`src/rtl/serial_frame_tx_pkg.sv`:
```
// Shared definitions for the serial frame transmitter: FSM state encoding and
// line levels, plus a helper that maps a state to the level it drives.
package serial_frame_tx_pkg;

    typedef enum logic [2:0] {
        ST_IDLE   = 3'd0,
        ST_START  = 3'd1,
        ST_DATA   = 3'd2,
        ST_PARITY = 3'd3,
        ST_STOP   = 3'd4
    } state_t;

    localparam logic LINE_IDLE  = 1'b1;
    localparam logic LINE_START = 1'b0;

    function automatic logic line_level(input state_t st, input logic data_bit,
                                        input logic parity_bit);
        logic lvl;
        case (st)
            ST_START:  lvl = LINE_START;
            ST_DATA:   lvl = data_bit;
            ST_PARITY: lvl = parity_bit;
            default:   lvl = LINE_IDLE;
        endcase
        return lvl;
    endfunction

endpackage

```
`src/rtl/serial_frame_tx_baud_tick_gen.sv`:
```
// Free-running bit-period divider: counts 0..CLKS_PER_BIT-1 and pulses tick
// on the last count; clear holds it at zero.
module baud_tick_gen #(
    parameter int CLKS_PER_BIT = 4
) (
    input  logic clk,
    input  logic rst,
    input  logic clear,
    output logic tick
);

    localparam int CNT_W = (CLKS_PER_BIT > 1) ? $clog2(CLKS_PER_BIT) : 1;
    localparam logic [CNT_W-1:0] LAST = CNT_W'(CLKS_PER_BIT - 1);

    logic [CNT_W-1:0] count_q;
    logic [CNT_W-1:0] count_d;

    always_comb begin
        count_d = count_q;
        if (clear || (count_q == LAST)) begin
            count_d = '0;
        end else begin
            count_d = count_q + CNT_W'(1);
        end
    end

    always_ff @(posedge clk) begin
        if (rst) begin
            count_q <= '0;
        end else begin
            count_q <= count_d;
        end
    end

    assign tick = ~clear & (count_q == LAST);

endmodule

```
`src/rtl/serial_frame_tx.sv`:
```
// Asynchronous serial frame transmitter: start bit, DATA_W data bits LSB first,
// optional parity bit, STOP_BITS stop bits. One byte per valid/ready handshake.
module serial_frame_tx
    import serial_frame_tx_pkg::*;
#(
    parameter int CLKS_PER_BIT = 4,
    parameter int DATA_W       = 8,
    parameter int PARITY_EN    = 1,
    parameter int PARITY_ODD   = 0,
    parameter int STOP_BITS    = 1
) (
    input  logic              clk,
    input  logic              rst,
    input  logic [DATA_W-1:0] tx_data,
    input  logic              tx_valid,
    output logic              tx_ready,
    output logic              tx_line,
    output logic              busy,
    output logic              done
);

    localparam int BIT_W = $clog2(DATA_W + 1);
    localparam logic [BIT_W-1:0] LAST_DATA = BIT_W'(DATA_W - 1);
    localparam logic [BIT_W-1:0] LAST_STOP = BIT_W'(STOP_BITS - 1);

    state_t            state_q, state_d;
    logic [BIT_W-1:0]  bit_cnt_q, bit_cnt_d;
    logic [DATA_W-1:0] shift_q, shift_d;
    logic              parity_q, parity_d;
    logic              tx_line_q, tx_line_d;
    logic              tx_ready_q, tx_ready_d;
    logic              busy_q, busy_d;
    logic              done_q, done_d;

    logic accept;
    logic tick;
    logic baud_clear;

    assign accept     = tx_valid & tx_ready_q;
    assign baud_clear = (state_q == ST_IDLE);

    // Held in clear while idle so the first bit of a frame gets a full period.
    baud_tick_gen #(
        .CLKS_PER_BIT(CLKS_PER_BIT)
    ) u_baud (
        .clk  (clk),
        .rst  (rst),
        .clear(baud_clear),
        .tick (tick)
    );

    always_comb begin
        state_d   = state_q;
        bit_cnt_d = bit_cnt_q;
        shift_d   = shift_q;
        parity_d  = parity_q;
        done_d    = 1'b0;

        case (state_q)
            ST_IDLE: begin
                if (accept) begin
                    state_d   = ST_START;
                    shift_d   = tx_data;
                    parity_d  = (^tx_data) ^ 1'(PARITY_ODD);
                    bit_cnt_d = '0;
                end
            end
            ST_START: begin
                if (tick) begin
                    state_d = ST_DATA;
                end
            end
            ST_DATA: begin
                if (tick) begin
                    shift_d = shift_q >> 1;
                    if (bit_cnt_q == LAST_DATA) begin
                        bit_cnt_d = '0;
                        state_d   = (PARITY_EN != 0) ? ST_PARITY : ST_STOP;
                    end else begin
                        bit_cnt_d = bit_cnt_q + BIT_W'(1);
                    end
                end
            end
            ST_PARITY: begin
                if (tick) begin
                    state_d = ST_STOP;
                end
            end
            ST_STOP: begin
                if (tick) begin
                    if (bit_cnt_q == LAST_STOP) begin
                        bit_cnt_d = '0;
                        state_d   = ST_IDLE;
                        done_d    = 1'b1;
                    end else begin
                        bit_cnt_d = bit_cnt_q + BIT_W'(1);
                    end
                end
            end
            default: begin
                state_d = ST_IDLE;
            end
        endcase

        // Outputs are derived from the next state so they register cleanly.
        tx_line_d  = line_level(state_d, shift_d[0], parity_d);
        tx_ready_d = (state_d == ST_IDLE);
        busy_d     = ~tx_ready_d;
    end

    always_ff @(posedge clk) begin
        if (rst) begin
            state_q    <= ST_IDLE;
            bit_cnt_q  <= '0;
            shift_q    <= '0;
            parity_q   <= 1'b0;
            tx_line_q  <= LINE_IDLE;
            tx_ready_q <= 1'b1;
            busy_q     <= 1'b0;
            done_q     <= 1'b0;
        end else begin
            state_q    <= state_d;
            bit_cnt_q  <= bit_cnt_d;
            shift_q    <= shift_d;
            parity_q   <= parity_d;
            tx_line_q  <= tx_line_d;
            tx_ready_q <= tx_ready_d;
            busy_q     <= busy_d;
            done_q     <= done_d;
        end
    end

    assign tx_line  = tx_line_q;
    assign tx_ready = tx_ready_q;
    assign busy     = busy_q;
    assign done     = done_q;

endmodule

```
`config.mk`:
```
export PLATFORM = sky130hd
export DESIGN_NAME = serial_frame_tx
export DESIGN_NICKNAME = d
export VERILOG_FILES = /design/src/rtl/serial_frame_tx_pkg.sv /design/src/rtl/serial_frame_tx_baud_tick_gen.sv /design/src/rtl/serial_frame_tx.sv
export SDC_FILE = /design/constraint.sdc
export NUM_CORES = 1
export LEC_CHECK = 0
export ABC_AREA = 1
export CAP_MARGIN = 20
export CELL_PAD_IN_SITES_DETAIL_PLACEMENT = 1
export CELL_PAD_IN_SITES_GLOBAL_PLACEMENT = 2
export CORE_ASPECT_RATIO = 1.1
export CORE_UTILIZATION = 29
export DETAILED_ROUTE_END_ITERATION = 8
export PLACE_DENSITY = 0.77
export SYNTH_ARGS = -nofsm -noshare
export SYNTH_HDL_FRONTEND = slang
export SYNTH_SLANG_ARGS = --single-unit
```
`constraint.sdc`:
```
create_clock -name clk -period 2.02 [get_ports clk]
set_clock_uncertainty 0.05 [all_clocks]
set_input_delay 0.404 -clock clk [delete_from_list [all_inputs] [get_ports clk]]
set_output_delay 0.404 -clock clk [all_outputs]
set_load 0.05 [all_outputs]
```
==> results of run 1 <==
==> cell families (layout without fill, tap and decap cells) <==
group / Yosys count / in the layout / share of synthesized area (%)
simple gates: 115 / 115 / 40.42
buf+inv: 28 / 46 / 8.398
compound gates: 26 / 26 / 12.06
flops: 22 / 22 / 34.78
fa+ha+maj: 3 / 3 / 2.965
xor+xnor: 2 / 2 / 1.384
==> power by group through the flow <==
| stage | clock, mW | combinational [mW] | sequential, mW |
|---|---|---|---|
| global route | 0.440 | 0.253 | 0.480 |
| detailed placement | 0 | 0.226 | 0.487 |
| CTS | 0.428 | 0.228 | 0.477 |
| finish | 0.416 | 0.223 | 0.476 |
| global placement | 0 | 0.220 | 0.486 |
| floorplan | 0 | 0.127 | 0.505 |
==> layout make-up <==
| class | count | area (um^2) |
|---|---|---|
| clock buffers | 3 | 41.29 |
| flip-flops and latches | 22 | 440.4 |
| multi-input cells | 146 | 719.4 |
| repair buffers | 16 | 155.1 |
| fillers | 543 | 2535 |
| well taps | 52 | 65.06 |
| inverters | 26 | 97.59 |
| clock inverters | 1 | 30.03 |
==> flip-flops by register name (all words and copies together) (netlist names) <==
signal,cells
shift_q,8
state_q,3
u_baud.count_q,2
busy,1
bit_cnt_q,4
parity_q,1
tx_line,1
done,1
tx_ready,1
==> routing by layer <==
| metal | wire (um) | GRT usage [%] |
|---|---|---|
| met1 | 1434 | 17.73 |
| met2 | 1557 | 26.50 |
| met3 | 65 | 1.911 |
| met4 | 51 | 6.667 |
| met5 | 0 | 0 |
==> cell usage in the layout, fill, tap and decap left out <==
| cell | instances |
|---|---|
| inv_2 | 3 |
| o21a_1 | 1 |
| or2_1 | 1 |
| nand2_1 | 65 |
| a21oi_1 | 11 |
| nand2_2 | 2 |
| xnor2_1 | 1 |
| nor2_2 | 6 |
| nor3_2 | 1 |
| bufinv_16 | 1 |
| and2_1 | 1 |
| xor2_1 | 1 |
| a31oi_1 | 1 |
| a21oi_2 | 1 |
| nand4_2 | 1 |
| nor3_1 | 2 |
| clkdlybuf4s50_1 | 14 |
| nand3b_2 | 1 |
| o21ai_2 | 1 |
| ha_1 | 3 |
| o21ai_0 | 10 |
| clkbuf_8 | 3 |
| nor2_4 | 2 |
| dfxtp_1 | 22 |
| a21oi_4 | 1 |
| or2_2 | 1 |
| inv_1 | 23 |
| nor2_1 | 22 |
| nand3_1 | 10 |
| buf_4 | 2 |
==> worst max path at each step <==
| stage | startpoint | endpoint |
|---|---|---|
| floorplan | tx_ready$_SDFF_PP1_ | tx_line$_SDFF_PP1_ |
| global placement | tx_valid | tx_line$_SDFF_PP1_ |
| detailed placement | tx_valid | tx_line$_SDFF_PP1_ |
| CTS | tx_ready$_SDFF_PP1_ | tx_ready |
| global route | tx_ready$_SDFF_PP1_ | tx_ready |
| finish | tx_ready$_SDFF_PP1_ | tx_ready |
==> through the flow <==
stage	hold WS (ps)	instance area, um^2	util (%)	worst slack, ps	cells
2_1_floorplan	348.3	1266	-	500.7	196
3_3_place_gp	363.6	1478	36.18	119.7	262
3_5_place_dp	382.2	1478	36.18	108.1	262
4_1_cts	394.9	1549	37.93	84.93	266
5_1_grt	408.9	1549	37.93	49.12	266
6_report	386.8	1549	37.93	102.4	266
==> reports/qor.yml, run 1 <==
rsz0062_at_grt: "no"
worstHoldPathCells: 1
hold_violations: 0
yosys.area.top_type_share_pct: 34.78
finalWeightedCongestion: 0.7433
yosys-top-cells-count: "65 x nand2_1, 23 x inv_1, 22 x dfxtp_1, 22 x nor2_1, 11 x a21oi_1"
ctsHoldBuffers: 0
comb_power_share_pct: 20.0
synthToLayoutAreaGrowth_pct: 22.33
grt_pass1_wl_um: 5368
crit_cells: 1
clock_sinks: 22
fin_setup_tns_ps: 0
critPathKind: "flop to output port"
p_sw_share_pct: 27.31
fp-row-count: 24
grt_max_degree: 14
fin_crit_sh_pct: 94.93
syn_inst: 196
p_clk_share_pct: 37.3
slew_violations: 0
critPathArrivalTime_ps: 1460
drive_above_1_share_pct: 12.15
cts_buffers: 3
reg2reg_slack_ps: 390
start_util_pct: 31.00
hpwl_um: 2578
overflow: 0
peakVddDrop_v: 0.0002017
grt_pass1_vias: 1251
syn-num-nets: 210
antennaDiodeCount: 0
clk_pin_slew_ps: 80
critical-path-top-delay-family: "buffers and inverters"
critPathBufInv: 1
netlist_area_mm2: 0.001266
root_buffer: "clkbuf_8"
worstPathCellList: "clkdlybuf4s50_1"
vias: 1257
cts_max_level: 1
p_int_mw: 0.8102
r2r-start: "u_baud.count_q[0]$_SDFF_PP0_"
dieWidth_um: 65
synth_warnings: 0
max_slew_margin_pct: 67.10
cpPeakStageDelay_ps: 820
die_h_um: 71.30
p_switching_mw: 0.3044
synth_top_area_cell: "dfxtp_1"
hold_end: "u_baud.count_q[0]$_SDFF_PP0_"
pin_count: 15
yosys.cell_types.count: 28
synth_area_leaders: "dfxtp_1 35%, nand2_1 19%, inv_1 6.8%"
worstMarginPinSlew_ps: 492.0
yosysMostFrequentCell: "nand2_1"
r2r-end: "busy$_SDFF_PP0_"
ant_nets: 0
finalSetupViolCount: 0
grtUsageTotal_pct: 14.94
start_kind: "flop"
total_power_mw: 1.115
powerDensity_mw_per_mm2: 719.6
ys.flop_type: "dfxtp_1"
synth_edf_count: 0
ys_ff_latch: 22
fin_crit_ps: 1918
port_buffers: 14
clock_latency_ps: 270
worstSetupEndpointType: "output port"
crit_slowest_cell: "clkdlybuf4s50_1"
async_reset_ff_share_pct: 0
clock_path_buffers: 2
cts_tree: "done"
synth_seq_area_share_pct: 34.78
cp.required_ps: 1570
drcViolationCount: 0
cts_setup_buffers: 0
antenna_found_initial: 0
dieArea_mm2: 0.004635
avgSynthCellArea_um2: 6.460
drt_first_pass_iters: 4
outcome: "finished, final reports clean"
cts.repair.resized: 0
viasPerCell: 4.726
maxCapViolations: 0
p_seq_share_pct: 42.7
coreArea_mm2: 0.004084
max_freq_ghz: 0.5215
power.static_leakage_nw: 0.7146
wire_per_inst_um: 11.68
crit_fanout: 3
wl_um: 3108
nets: 229
drtIter0Drc: 38
r2r_cells: 9
hold_start: "u_baud.count_q[0]$_SDFF_PP0_"
hold_class: "flop to flop"
(Power assumes the default switching activity.)
==> run 2: changes to the inputs <==
CELL_PAD_IN_SITES_DETAIL_PLACEMENT = unset   (was 1)
CELL_PAD_IN_SITES_GLOBAL_PLACEMENT = unset   (was 2)
CORE_UTILIZATION = 54   (was 29)
PLACE_DENSITY = 0.78   (was 0.77)
==> run 2 against run 1 <==
Flip-flop and latch count unchanged. Via count shrank 1.4%. Critical path depth did not move. Fmax fell by 1.7%. Power down 21%. Sequential share of layout area grew 1.6 points. Cell count decreased by 9.0%. Non-clock buffer count fell by 1. Combinational power fell by 3%. Critical endpoint unchanged. Highest routed layer unchanged.
==> reports/qor.yml, run 2 (same netlist as run 1, synthesis figures left out) <==
cp.required_ps: 1570
dieArea_mm2: 0.002543
drive_above_1_share_pct: 11.32
cts_tree: "done"
max_freq_ghz: 0.5125
fin_crit_sh_pct: 96.59
grt_pass1_vias: 1080
viasPerCell: 5.124
multi_input_area_um2: 719.4
peakVddDrop_v: 0.0003637
dieWidth_um: 48.17
wire_per_inst_um: 10.43
grt_max_degree: 15
fp-row-count: 18
critPathKind: "flop to output port"
outcome: "finished, final reports clean"
cpPeakStageDelay_ps: 820
pin_count: 15
overflow: 0
antenna_found_initial: 0
total_power_mw: 0.8852
register_area_um2: 440.4
antennaDiodeCount: 0
cts_buffers: 3
coreArea_mm2: 0.002230
grt_pass1_wl_um: 4091
slew_violations: 0
hpwl_um: 2033
vias: 1240
root_buffer: "clkbuf_4"
critPathBufInv: 1
start_kind: "flop"
top_regs: "shift_q (8), bit_cnt_q (4), state_q (3)"
drt_first_pass_iters: 4
crit_fanout: 3
hold_ws_ps: 393.0
ant_nets: 0
top_register: "shift_q"
rsz0062_at_grt: "no"
finalWeightedCongestion: 0.8346
finalSetupViolCount: 0
clock_sinks: 22
powerDensity_mw_per_mm2: 604.2
power.static_leakage_nw: 0.6882
drtIter0Drc: 21
port_buffers: 14
crit_slowest_cell: "clkdlybuf4s50_1"
max_slew_margin_pct: 66.80
worstSetupEndpointType: "output port"
n_fill_cell: 188
ctsHoldBuffers: 0
largest_register_ff_count: 8
final_common_cell: "nand2_1"
critical-path-top-delay-family: "buffers and inverters"
hold_class: "flop to flop"
fin_crit_ps: 1951
nets: 228
critPathArrivalTime_ps: 1500
worstMarginPinSlew_ps: 496.4
grtUsageTotal_pct: 22.28
clock_path_buffers: 2
maxCapViolations: 0
drcViolationCount: 0
synthToLayoutAreaGrowth_pct: 15.71
layout_common_cells: "65 x nand2_1, 23 x inv_1, 22 x nor2_1, 22 x dfxtp_1, 14 x clkdlybuf4s50_1"
start_util_pct: 56.79
worstPathCellList: "clkdlybuf4s50_1"
clock_latency_ps: 300
clk_pin_slew_ps: 110
fin_setup_tns_ps: 0
die_h_um: 52.79
wl_um: 2523
cts.repair.resized: 0
hold_violations: 0
cts_max_level: 1
cts_setup_buffers: 0
-- run 2: cell type report --
type / instances / share of cell area [%]
Multi-Input combinational cell: 146 / 49.10
Timing Repair Buffer: 15 / 10.08
Sequential cell: 22 / 30.06
Inverter: 26 / 6.661
Clock buffer: 3 / 1.537
Tap cell: 30 / 2.562
-- run 2: where the power goes --
part	internal (mW)	total, mW	switching (mW)	leakage, nW
clock network	0.0695	0.193	0.124	0.0138
logic	0.0827	0.216	0.133	0.494
registers	0.460	0.476	0.0154	0.180
total	0.613	0.885	0.273	0.688
-- run 2: worst paths after layout --
path | slack (ps) | cells after the start | endpoint | startpoint
setup / recovery | 70 | 1 | tx_ready | tx_ready$_SDFF_PP1_
hold / removal | 390 | 1 | u_baud.count_q[0]$_SDFF_PP0_ | u_baud.count_q[0]$_SDFF_PP0_
setup reg to reg | 360 | 9 | busy$_SDFF_PP0_ | u_baud.count_q[0]$_SDFF_PP0_
hold reg to reg | 390 | 1 | u_baud.count_q[0]$_SDFF_PP0_ | u_baud.count_q[0]$_SDFF_PP0_
-- run 2: per-layer routing --
layer / GRT usage (%) / vias up / share of wire (%)
li1: - / 643 / -
met1: 22.87 / 561 / 42
met2: 40.67 / 32 / 53
met3: 4.483 / 4 / 3.4
met4: 10.19 / 0 / 0.95
met5: 0 / - / 0
-- run 2: metrics by stage --
stage          worst slack, ps  std cells  area, um^2  utilization, %
2_1_floorplan            500.7        196        1266               -
3_3_place_gp             175.0        239        1443           64.70
3_5_place_dp             158.4        239        1443           64.70
4_1_cts                  62.41        242        1465           65.71
5_1_grt                  3.939        242        1465           65.71
6_report                 68.89        242        1465           65.71
